File: src/rtl/rr_serial_arbiter.sv
// Round-robin arbiter that hands one serial channel to NUM_REQ requesters.
// Each grant shifts a word out MSB-first, then waits for an ack or times out.
module rr_serial_arbiter #(
    parameter int NUM_REQ     = 4,
    parameter int DATA_W      = 8,
    parameter int ACK_TIMEOUT = 16
) (
    input  logic                       clk,
    input  logic                       rst,
    input  logic [NUM_REQ-1:0]         req,
    input  logic [NUM_REQ*DATA_W-1:0]  req_data,
    output logic [NUM_REQ-1:0]         gnt,
    output logic [NUM_REQ-1:0]         done,
    output logic                       err,
    output logic [$clog2(NUM_REQ)-1:0] owner,
    output logic                       busy,
    output logic                       a_out,
    output logic                       a_valid,
    input  logic                       b_in
);
    localparam int IDX_W  = $clog2(NUM_REQ);
    localparam int BIT_W  = $clog2(DATA_W + 1);
    localparam int WAIT_W = $clog2(ACK_TIMEOUT + 1);

    typedef enum logic [1:0] {
        IDLE     = 2'd0,
        SHIFT    = 2'd1,
        WAIT_ACK = 2'd2
    } state_t;

    state_t              r_state, w_state_n;
    logic [IDX_W-1:0]    r_ptr, w_ptr_n;
    logic [IDX_W-1:0]    r_owner, w_owner_n;
    logic [IDX_W-1:0]    w_win;
    logic                w_any;
    logic [DATA_W-1:0]   w_word;
    logic [DATA_W-1:0]   r_shreg, w_shreg_n;
    logic [BIT_W-1:0]    r_bitcnt, w_bitcnt_n;
    logic [WAIT_W-1:0]   r_waitcnt, w_waitcnt_n;
    logic [NUM_REQ-1:0]  r_gnt, w_gnt_n;
    logic [NUM_REQ-1:0]  r_done, w_done_n;
    logic                r_err, w_err_n;
    logic                r_busy;
    logic                r_a_out, w_a_out_n;
    logic                r_a_valid, w_a_valid_n;

    function automatic logic [IDX_W-1:0] f_wrap(input logic [IDX_W-1:0] base,
                                                input int unsigned off);
        int unsigned s;
        s = (32'(base) + off) % $unsigned(NUM_REQ);
        return IDX_W'(s);
    endfunction

    always_comb begin
        w_any = 1'b0;
        w_win = r_ptr;
        for (int unsigned i = 0; i < $unsigned(NUM_REQ); i++) begin
            if (!w_any && req[f_wrap(r_ptr, i)]) begin
                w_any = 1'b1;
                w_win = f_wrap(r_ptr, i);
            end
        end
    end

    assign w_word = req_data[32'(w_win) * DATA_W +: DATA_W];

    // a_out is registered, so the MSB is emitted at grant and shreg keeps the remaining bits
    always_comb begin
        w_state_n   = r_state;
        w_ptr_n     = r_ptr;
        w_owner_n   = r_owner;
        w_shreg_n   = r_shreg;
        w_bitcnt_n  = r_bitcnt;
        w_waitcnt_n = r_waitcnt;
        w_gnt_n     = '0;
        w_done_n    = '0;
        w_err_n     = 1'b0;
        w_a_out_n   = 1'b0;
        w_a_valid_n = 1'b0;
        case (r_state)
            IDLE: begin
                if (w_any) begin
                    w_state_n      = SHIFT;
                    w_owner_n      = w_win;
                    w_gnt_n[w_win] = 1'b1;
                    w_a_out_n      = w_word[DATA_W-1];
                    w_a_valid_n    = 1'b1;
                    w_shreg_n      = w_word << 1;
                    w_bitcnt_n     = '0;
                end
            end
            SHIFT: begin
                if (r_bitcnt == BIT_W'(DATA_W - 1)) begin
                    w_state_n   = WAIT_ACK;
                    w_waitcnt_n = '0;
                end else begin
                    w_a_out_n   = r_shreg[DATA_W-1];
                    w_a_valid_n = 1'b1;
                    w_shreg_n   = r_shreg << 1;
                    w_bitcnt_n  = r_bitcnt + BIT_W'(1);
                end
            end
            WAIT_ACK: begin
                if (b_in) begin
                    w_done_n[r_owner] = 1'b1;
                    w_ptr_n           = f_wrap(r_owner, 1);
                    w_state_n         = IDLE;
                end else if (r_waitcnt == WAIT_W'(ACK_TIMEOUT - 1)) begin
                    w_err_n   = 1'b1;
                    w_ptr_n   = f_wrap(r_owner, 1);
                    w_state_n = IDLE;
                end else begin
                    w_waitcnt_n = r_waitcnt + WAIT_W'(1);
                end
            end
            default: w_state_n = IDLE;
        endcase
    end

    always_ff @(posedge clk) begin
        if (rst) begin
            r_state   <= IDLE;
            r_ptr     <= '0;
            r_owner   <= '0;
            r_shreg   <= '0;
            r_bitcnt  <= '0;
            r_waitcnt <= '0;
            r_gnt     <= '0;
            r_done    <= '0;
            r_err     <= 1'b0;
            r_busy    <= 1'b0;
            r_a_out   <= 1'b0;
            r_a_valid <= 1'b0;
        end else begin
            r_state   <= w_state_n;
            r_ptr     <= w_ptr_n;
            r_owner   <= w_owner_n;
            r_shreg   <= w_shreg_n;
            r_bitcnt  <= w_bitcnt_n;
            r_waitcnt <= w_waitcnt_n;
            r_gnt     <= w_gnt_n;
            r_done    <= w_done_n;
            r_err     <= w_err_n;
            r_busy    <= (w_state_n != IDLE);
            r_a_out   <= w_a_out_n;
            r_a_valid <= w_a_valid_n;
        end
    end

    assign gnt     = r_gnt;
    assign done    = r_done;
    assign err     = r_err;
    assign owner   = r_owner;
    assign busy    = r_busy;
    assign a_out   = r_a_out;
    assign a_valid = r_a_valid;

endmodule

File: config.mk
export PLATFORM = sky130hd
export DESIGN_NAME = rr_serial_arbiter
export DESIGN_NICKNAME = d
export VERILOG_FILES = /design/src/rtl/rr_serial_arbiter.sv
export SDC_FILE = /design/constraint.sdc
export NUM_CORES = 1
export LEC_CHECK = 0
export BUFFER_PORTS_ARGS = -buffer_cell sky130_fd_sc_hd__buf_4
export CAP_MARGIN = 5
export CORE_ASPECT_RATIO = 1.1
export CORE_MARGIN = 8
export CORE_UTILIZATION = 55
export DETAILED_ROUTE_END_ITERATION = 8
export PLACE_DENSITY = 0.82
export SETUP_SLACK_MARGIN = 0.4
export SLEW_MARGIN = 20
export SYNTH_ARGS = -nofsm -noshare
export SYNTH_HDL_FRONTEND = slang
export SYNTH_SLANG_ARGS = --single-unit
File: constraint.sdc
create_clock -name clk -period 5.7 [get_ports clk]
set_input_delay 0.285 -clock clk [delete_from_list [all_inputs] [get_ports clk]]
set_output_delay 0.285 -clock clk [all_outputs]
set_load 0.02 [all_outputs]
* After elaboration in Yosys (flattened, before gate mapping)
Cells that the tools add are included.
** Cells by class
- $add $sub $neg :: 6
- Magnitude comparators :: 8
- Equal/unequal tests :: 9
- Shift operators :: 1
- Mux-type cells :: 43
- Bitwise operators :: 4
- Reductions and logical operators :: 20
** Operator list (count)
- $shiftx 32x6->8 :: 1
- $lt 2x3->1 const B :: 6
- $mux 2 :: 9
- $mux 8 :: 2
- $pmux 8 s2 :: 1
- $mux 1 :: 15
- $mux 5 :: 3
- $ne 2x2->1 const B :: 5
- $pmux 5 s2 :: 1
- $reduce_or 3->1 :: 3
- $bmux 1 s2 :: 4
- $mux 4 :: 2
- $pmux 4 s2 :: 1
- $reduce_bool 2->1 :: 4
- $pmux 2 s3 :: 1
- $add 5x1->5 const B :: 1
- $eq 5x4->1 const B :: 1
- $logic_and 1x1->1 :: 5
- $add 2x1->2 const B :: 2
- $add 2x2->2 const B :: 2
- $add 4x1->4 const B :: 1
- $demux 1 s2 :: 2
- $eq 4x3->1 const B :: 1
- $ge 2x1->1 const B :: 2
- other kinds (9) :: 16
** Word-level totals
- Register bits after elaboration :: 35
- Bits of input ports :: 39
- Logic and storage cells :: 103

* Logic depth before layout (Yosys ltp)
Gate-level depths: netlist of run 1.
- Depth after elaboration :: 16
- Depth in mapped cells :: 8
- Depth with buffers taken out :: 8

* Least setup slack after synthesis of run 1
Ideal clock, no wire load.
- Kind :: register to register
- Start :: reg r_waitcnt[0]
- End :: reg r_waitcnt[2]
- Arrival :: 1794 ps
- Required time :: 5568 ps
- Slack :: 3774 ps
- Stages on the path, launching flop included :: 9
- Path through :: dfxtp_1 > ha_1 > and3_1 > ha_1 > nor4b_1 > a21oi_1 > nor2b_1 > xnor2_1 > nor3_1
** Between the ends
- Longest elaborated chain between the ends :: 4
- Elaborated cells on any way between the ends :: 7
- Those cells by class :: add/sub (1); eq/ne (2); mux (3); reduce/logical (1)
** Ends and longest elaborated chain
- from (decl) :: line 39 : logic [WAIT_W-1:0] r_waitcnt, w_waitcnt_n;
- from (signal assigned) :: line 140 : r_waitcnt <= w_waitcnt_n;
- $add 5x1->5 :: line 113 : w_waitcnt_n = r_waitcnt + WAIT_W'(1);
- $mux 5 :: line 108 : end else if (r_waitcnt == WAIT_W'(ACK_TIMEOUT - 1)) begin
- $mux 5 :: line 104 : if (b_in) begin
- $pmux 5 s2 :: line 80 : case (r_state)
Parallel ways exist; a longest one is shown, timed or not. The select of a mux whose other input is x is not followed.
A chain may end at the register's enable or synchronous reset.

* Final worst setup path of run 1
- Start :: reg r_ptr[1]
- End :: reg r_a_out, in the netlist a_out
** Between the ends
- Longest elaborated chain between the ends :: 15
- Elaborated cells on any way between the ends :: 27
- Those cells by class :: add/sub (3); shift (1); mux (17); reduce/logical (6)
** Ends and longest elaborated chain
- from (decl) :: line 32 : logic [IDX_W-1:0] r_ptr, w_ptr_n;
- from (signal assigned) :: line 136 : r_ptr <= w_ptr_n;
- parallel branches: the longest is 13 deep, another holds $add 2x1->2
- $mux 1 * :: line 82 : if (w_any) begin
- $pmux 1 s2 * :: line 80
- to (signal assigned) :: line 145 : r_a_out <= w_a_out_n;
- to (decl) :: line 44 : logic r_a_out, w_a_out_n;
Mark *: on every way between the ends. The select of a mux whose other input is x is not followed.

==> flow_summary.ini, run 1 <==
[run_status]
status = finished, final reports clean

[logic_synthesis]
syn_nets = 260
yosysUniqueCellTypes = 41
ys_async_sr_fraction_pct = 0
yosys-top-cells-count = 34 x dfxtp_1, 27 x nor2_1, 25 x nand3_1
yosysMostFrequentCell = dfxtp_1
seq_area_frac_synth_pct = 38.7
ys.flop_type = dfxtp_1
syn_area_um2 = 1760
yosys-top-cells-area = dfxtp_1 39%, nand3_1 7.1%, nor2_1 5.8%
synth_warnings = 0
syn_inst = 214
synth.top_cell.area_share_pct = 38.7
yosys.area.top_type = dfxtp_1
synth_edf_count = 0
syn_area_per_cell_um2 = 8.21
ys_ff_latch = 34

[placement]
dpl_cell_area_um2 = 2160
dp_hpwl_mm = 3.34
dp_cells = 291
globalplace.congestion = 0.900
port_buffers = 52

[sta]
whs_ns = 0.127
tns_ns = 0
timing.final.max_slew_violations = 0
period_share_pct = 39.5
worstMarginPinSlew_ns = 0.903
skew_ns = 0.00545
rsz0062_at_grt = false
slew_headroom_pct = 39.2
finalSetupViolations = 0
finalHoldViolCount = 0
fmax_mhz = 444
period_needed_ns = 2.25

[critical_path]
cp_data_arrival_time_ns = 2.48
r2r_cells = 5
critPathKind = reg2reg
crit_fanout = 15
crit_chain = nor3_1 > or4_1 > nand2_1 > mux2i_1 > o211ai_1
r2r-start = r_ptr[1]
cpLargestDelayFamily = simple AND/OR/NAND/NOR gates
rrSetupSlack_ns = 3.45
critical-path-slowest-cell = or4_1
worstPathRequired_ns = 5.93
slowest_delay_ns = 0.80
crit_buf_inv = 0
rr_endpoint = a_out
cp-start-kind = flop
critPathCaptureType = flop

[flow_run]
cap_violations = 0

[min_path]
hold_depth = 2
hold_class = in2reg
hp-start = b_in
worstHoldEndpoint = err

[clock_tree]
numCtsBuffers = 5
cts.sinks = 34
clock_path_buffers = 2
clkTransAtPathRegs_ns = 0.10
clock_latency_ns = 0.34
cts-root-buf = clkbuf_4
cts_setup_buffers = 0
ctsHoldBuffers = 0
post_cts_resized = 0
cts_tree = done
htree_num_levels = 2

[drt]
drt_iter0_drc = 118
met2WireLength_mm = 2.17
ant_nets = 0
routedWlPerCell_um = 14.8
wirelength_mm = 4.42
num_vias = 1719
wl_met1_mm = 1.88
drc = 0
top_layer_used = met4
routed-wl-met3_um = 295
vias_per_cell = 5.75
drt-pass1-iter-count = 4

[die]
ios = 53
coreArea_um2 = 3050
dieArea_um2 = 5260
die_x_um = 69.9
die_h_um = 75.3
rows = 21
start_util_pct = 57.7

[grt]
gr-total-overflow = 0
grt_max_degree = 31
grt_pass1_vias = 1703
grt_pass1_wl_mm = 7.51
grt_usage_pct = 17.5
antenna_found_initial = 0

[finish]
nNetsFinal = 310
drive_gt1_share_pct = 25.3
design_area_um2 = 2240
fin_cells = 299
areaGrowthSynthToFinish_pct = 27.4
n_antenna_cell = 0

[power_and_ir_drop]
p_leak_nw = 0.939
peakVddDrop_mv = 0.182
total_power_uw = 518
powerDensity_nw_per_um2 = 231
## per-layer routing
layer  up-vias  global-route usage [%]
met3         5                    7.42
met2        58                    31.2
met1       780                    17.8
met4         0                    8.04
met5         -                       0
li1        876                       -
## power breakdown
| part | leakage [nW] | internal, mW | switching (mW) | total [mW] |
|---|---|---|---|---|
| logic | 0.622 | 0.0433 | 0.0462 | 0.0895 |
| registers | 0.278 | 0.249 | 0.00723 | 0.256 |
| clock network | 0.0395 | 0.0930 | 0.0793 | 0.172 |
| total | 0.939 | 0.385 | 0.133 | 0.518 |
## logic make-up (layout without fill, tap and decap cells)
logic type	Yosys count	count (layout)	synth area share (%)
AOI/OAI and AO/OA	49	49	17.7
and+or+nand+nor	104	104	31.5
xor gates and xnor gates	3	3	1.49
buffers and inverters	13	64	3.27
adders and majority gates	7	7	4.98
DFF	34	34	38.7
muxes	4	4	2.28
## layout by cell type (no fill, tap or decap), types with 5 or more instances in the layout
master | synthesis | final
buf_4 | 0 | 53
dfxtp_1 | 34 | 34
nor2_1 | 27 | 27
nand3_1 | 25 | 25
a21oi_1 | 17 | 17
o21ai_0 | 15 | 15
nor3_1 | 10 | 10
nand2_1 | 9 | 9
ha_1 | 7 | 7
nand2b_1 | 6 | 6
a32o_1 | 6 | 6
clkbuf_4 | 0 | 5
## flip-flops by register name, indices dropped and copies added (netlist names)
| signal | flops |
|---|---|
| r_waitcnt | 5 |
| owner | 2 |
| a_valid | 1 |
| busy | 1 |
| a_out | 1 |
| r_state | 2 |
| err | 1 |
| gnt | 4 |
| r_ptr | 2 |
| done | 4 |
| r_bitcnt | 4 |
| r_shreg | 7 |
## stage by stage
stage,setup WS [ns],util (%)
global placement,3.29,70.6
global route,3.32,73.5
CTS,3.43,73.2
floorplan,3.77,-
detailed placement,3.42,70.7
finish,3.45,73.5
## worst max-delay path by stage
| stage | from | end | slack (ns) | cells past startpoint |
|---|---|---|---|---|
| 2_1_floorplan | r_waitcnt[0] | r_waitcnt[2] | 3.77 | 8 |
| 4_1_cts | r_ptr[1] | r_shreg[1] | 3.43 | 5 |
| 3_5_place_dp | req[0] | r_shreg[1] | 3.42 | 6 |
| 5_1_grt | r_waitcnt[0] | r_waitcnt[2] | 3.32 | 8 |
| 3_3_place_gp | req[2] | a_out | 3.29 | 6 |
| 6_report | r_ptr[1] | a_out | 3.45 | 5 |
## cell type report
type                    instances  area [µm²]
multi-input cells             167        1030
flip-flops and latches         34         681
clock inverters                 1        30.0
fillers                       263         808
well taps                      34        42.5
inverters                       3        11.3
repair buffers                 53         398
clock buffers                   7        45.0
(Power assumes the default switching activity.)
==> inputs of run 2 (changes only) <==
- CORE_UTILIZATION: 55 -> 51
- PLACE_DENSITY: 0.82 -> 0.76
- clock period: 5.7 -> 2.2 ns (I/O delays scaled with it)
==> run 2 against run 1 <==
  * Highest routed layer unchanged
  * Critical path depth is 3 higher
  * Routed wire length is 6.6% higher
  * Cell area is 7.5% higher
  * Sequential share of layout area is 1.8 points lower
  * Die area is 6.1% higher
  * Non-clock buffer count is 11 higher
==> flow_summary.ini, run 2 (same netlist as run 1, synthesis figures left out) <==
[run_status]
status = finished, final reports clean

[sta]
slew_headroom_pct = 65.1
skew_ns = 0.00349
tns_ns = 0
finalSetupViolations = 0
whs_ns = 0.0764
worstMarginPinSlew_ns = 0.522
period_share_pct = 79.3
fin_ws_ns = 0.455
finalHoldViolCount = 0
rsz0062_at_grt = true
fmax_mhz = 573
period_needed_ns = 1.75
timing.final.max_slew_violations = 0

[power_and_ir_drop]
p_leak_nw = 0.991
peakVddDrop_mv = 0.300
powerDensity_nw_per_um2 = 532

[critical_path]
crit_chain = ha_4 > and3_4 > ha_4 > nor4b_4 > a21oi_4 > nor2_2 > xnor2_1 > nor3_1
cpMostUsedCell = ha_4
cpLargestDelayFamily = simple AND/OR/NAND/NOR gates
cp_data_arrival_time_ns = 1.97
cp-start-kind = flop
critical-path-slowest-cell = dfxtp_2
slowest_delay_ns = 0.36
crit_buf_inv = 0
crit_fanout = 8
critPathCaptureType = flop
worstPathRequired_ns = 2.42
critPathKind = reg2reg

[die]
dieArea_um2 = 5580
rows = 22
ios = 53
coreArea_um2 = 3330
die_x_um = 72.0
die_h_um = 77.6
start_util_pct = 52.8

[drt]
top_layer_used = met4
met2WireLength_mm = 2.42
wirelength_mm = 4.72
drt-pass1-iter-count = 4
vias_per_cell = 5.45
ant_nets = 0
num_vias = 1765
routedWlPerCell_um = 14.6
wl_met1_mm = 1.91
drt_iter0_drc = 81
routed-wl-met3_um = 288
drc = 0

[clock_tree]
cts_tree = done
htree_num_levels = 2
cts.sinks = 34
cts-root-buf = clkbuf_4
numCtsBuffers = 5
clock_path_buffers = 2
clkTransAtPathRegs_ns = 0.11
clock_latency_ns = 0.34

[finish]
n_antenna_cell = 0
largest_reg_flops = 7
nNetsFinal = 321
final_common_cell = buf_4
drive_gt1_share_pct = 33.7
fin_util_pct = 72.3
most-common-layout-cells = 62 x buf_4, 30 x dfxtp_1, 25 x nor2_1, 25 x nand3_1, 16 x a21oi_1
design_area_um2 = 2410
top_regs = r_shreg: 7 flops, r_waitcnt: 5 flops
nFillCells = 279
areaGrowthSynthToFinish_pct = 37.0
top_register = r_shreg

[placement]
post-place-ws_ns = 0.241
dpl_cell_area_um2 = 2220
dp_hpwl_mm = 3.53
globalplace.congestion = 0.880
port_buffers = 52

[grt]
grt_pass1_vias = 1783
antenna_found_initial = 0
gr-total-overflow = 0
grt_max_degree = 31
grt_pass1_wl_mm = 7.91
grt_usage_pct = 17.3

[flow_run]
cap_violations = 0

[min_path]
hold_class = in2reg
run 2: what timing repair did:
action                                 in CTS  in global routing
pin swaps                                   2                  3
buffers inserted                            1                  3
setup endpoints to repair                  11                 13
gates resized for setup                     9                 11
hold buffers                                1                  0
endpoints found under the hold margin       1                  0
run 2: layout make-up:
type                       count  area (µm²)  share of cell area, %
clock buffer                   6        51.3                   2.13
tap                           48        60.1                   2.49
clock inverter                 2        12.5                  0.519
inverter                       3        11.3                  0.468
multi-input combinational    167        1100                   45.6
timing repair buffer          64         487                   20.2
sequential                    34         688                   28.6
run 2: worst paths after layout:
check	start	to	slack (ns)	cells past startpoint
max	r_waitcnt[0]	r_waitcnt[3]	0.45	8
min	req_data[31]	a_out	0.08	3
max reg2reg	r_waitcnt[0]	r_waitcnt[3]	0.45	8
min reg2reg	r_shreg[5]	r_shreg[5]	0.49	1
run 2: layer usage:
metal	vias to the layer above	global-route usage, %
li1	894	-
met1	813	18.5
met2	50	30.1
met3	8	5.40
met4	0	8.18
met5	-	0
run 2: through the flow:
step                      cells  total power, mW
after floorplan             214            0.806
after CTS                   321             1.29
after global routing        324             1.35
final                       324             1.28
after detailed placement    311            0.917
after global placement      311            0.914
run 2: power breakdown:
part | switching (mW) | internal (mW)
clock | 0.214 | 0.154
combinational | 0.124 | 0.125
sequential | 0.0203 | 0.643
total | 0.358 | 0.922
run 2: worst register-to-register path, stage by stage, from the launching register on:
cell,delay [ns]
dfxtp_2,0.36
ha_4,0.16
and3_4,0.18
ha_4,0.16
nor4b_4,0.34
a21oi_4,0.10
nor2_2,0.16
xnor2_1,0.13
nor3_1,0.06
==> inputs of run 3 (changes only) <==
- clock period: 2.2 -> 1.65 ns (I/O delays scaled with it)
==> run 3 against run 2 <==
  * Non-clock buffer count rose by 35
  * Combinational power increased by 79%
  * The flow now finishes with violations (negative setup slack)
  * Global-route usage grew 3.1 points
  * Sequential power is 34% higher
==> flow_summary.ini, run 3 (same netlist as run 1, synthesis figures left out) <==
[drt]
drt-pass1-iter-count = 5
wirelength_mm = 6.30
drc = 0
drt_iter0_drc = 182
ant_nets = 0
vias_per_cell = 5.73
num_vias = 2050
routedWlPerCell_um = 17.6

[clock_tree]
numCtsBuffers = 5
clock_latency_ns = 0.36
htree_num_levels = 2
cts-root-buf = clkbuf_4
cts_tree = done
clock_path_buffers = 2
cts.sinks = 34
clkTransAtPathRegs_ns = 0.12

[die]
rows = 22
die_h_um = 77.6
ios = 53
dieArea_um2 = 5580
die_x_um = 72.0
coreArea_um2 = 3330
start_util_pct = 52.8

[finish]
nFillCells = 184
drive_gt1_share_pct = 49.0
seqCellArea_um2 = 694
multi_input_area_um2 = 1210
fin_cells = 358
design_area_um2 = 2850
areaGrowthSynthToFinish_pct = 62.3
top_regs = r_shreg: 7 flops, r_waitcnt: 5 flops
largest_reg_flops = 7
fin_util_pct = 85.6
top_register = r_shreg
n_antenna_cell = 0
final_common_cell = buf_4
nNetsFinal = 356
most-common-layout-cells = 86 x buf_4, 25 x nand3_1, 25 x dfxtp_1

[critical_path]
cp_data_arrival_time_ns = 2.07
cpMostUsedCell = ha_4
rr_endpoint = r_waitcnt[0]
crit_buf_inv = 1
worstPathRequired_ns = 1.90
critPathCaptureType = flop
slowest_delay_ns = 0.36
r2r-start = r_waitcnt[0]
cp-start-kind = flop
crit_fanout = 5
rrSetupSlack_ns = -0.18
r2r_cells = 8
critPathKind = reg2reg
cpLargestDelayFamily = simple AND/OR/NAND/NOR gates
critical-path-slowest-cell = dfxtp_2
crit_chain = ha_4 > and3_4 > ha_4 > nor4b_4 > a21oi_4 > buf_6 > mux2i_1 > nor2_1

[run_status]
failed_checks = negative setup slack
status = finished with violations

[grt]
grt_pass1_wl_mm = 9.25
grt_max_degree = 31
antenna_found_initial = 0
grt_usage_pct = 20.4
grt_pass1_vias = 2007
gr-total-overflow = 0

[sta]
fin_ws_ns = -0.177
rsz0062_at_grt = true
fmax_mhz = 547
tns_ns = -1.65
timing.final.max_slew_violations = 0
finalHoldViolCount = 0
skew_ns = 0.0167
period_needed_ns = 1.83
finalSetupViolations = 18
worstMarginPinSlew_ns = 0.567
period_share_pct = 111
whs_ns = 0.0405
slew_headroom_pct = 61.8

[min_path]
worstHoldEndpoint = a_out
hp-start = req_data[15]
hold_depth = 3
hold_class = in2reg

[power_and_ir_drop]
total_power_mw = 1.99
p_sw_uw = 541
power_frac_comb_pct = 22.4
p_leak_nw = 1.22
seqPwrFrac_pct = 44.7
p_int_mw = 1.45
peakVddDrop_mv = 0.541
p_clk_share_pct = 32.9
powerDensity_nw_per_um2 = 696
switching_share_pct = 27.2

[placement]
globalplace.congestion = 0.827
port_buffers = 52
dp_hpwl_mm = 3.90
post-place-ws_ns = -0.177
dpl_cell_area_um2 = 2450
dp_cells = 330

[flow_run]
cap_violations = 0
[run 3: how the worst max path moves through the flow]
stage,startpoint,to,slack (ns),cells past startpoint
CTS,r_waitcnt[0],r_waitcnt[4],-0.13,9
global placement,r_ptr[1],r_shreg[6],-0.06,6
floorplan,r_ptr[1],r_shreg[6],-0.05,7
global route,r_waitcnt[0],r_waitcnt[0],-0.24,8
detailed placement,r_waitcnt[0],r_waitcnt[4],-0.18,9
finish,r_waitcnt[0],r_waitcnt[0],-0.18,8
[run 3: area by class of cell]
| type | instances | area share, % |
|---|---|---|
| multi-input cells | 167 | 42.6 |
| repair buffers | 99 | 27.7 |
| flip-flops and latches | 34 | 24.3 |
| well taps | 48 | 2.11 |
| clock buffers | 6 | 1.80 |
| clock inverters | 1 | 1.05 |
| inverters | 3 | 0.395 |
[run 3: metal layers]
metal / global-route usage [%] / wire length, µm / vias up
li1: - / - / 965
met1: 20.9 / 2310 / 942
met2: 35.8 / 3210 / 112
met3: 6.81 / 492 / 31
met4: 10.8 / 286 / 0
met5: 0 / 0 / -
[run 3: what timing repair did]
item,CTS,global route
resized for setup,27,18
hold endpoints to repair,1,0
hold buffers,1,0
buffers inserted,10,10
pin swaps,12,9
endpoints found under the setup margin,34,34
[run 3: power groups by stage]
stage / combinational [mW] / sequential [mW] / clock, mW
6_report: 0.445 / 0.887 / 0.654
5_1_grt: 0.476 / 0.890 / 0.683
4_1_cts: 0.402 / 0.885 / 0.633
3_5_place_dp: 0.350 / 0.904 / 0
3_3_place_gp: 0.347 / 0.902 / 0
2_1_floorplan: 0.172 / 0.916 / 0
[run 3: worst register-to-register path, cell delays in order (launching register included)]
cell     delay [ns]
dfxtp_2        0.36
ha_4           0.15
and3_4         0.18
ha_4           0.17
nor4b_4        0.35
a21oi_4        0.10
buf_6          0.17
mux2i_1        0.15
nor2_1         0.08
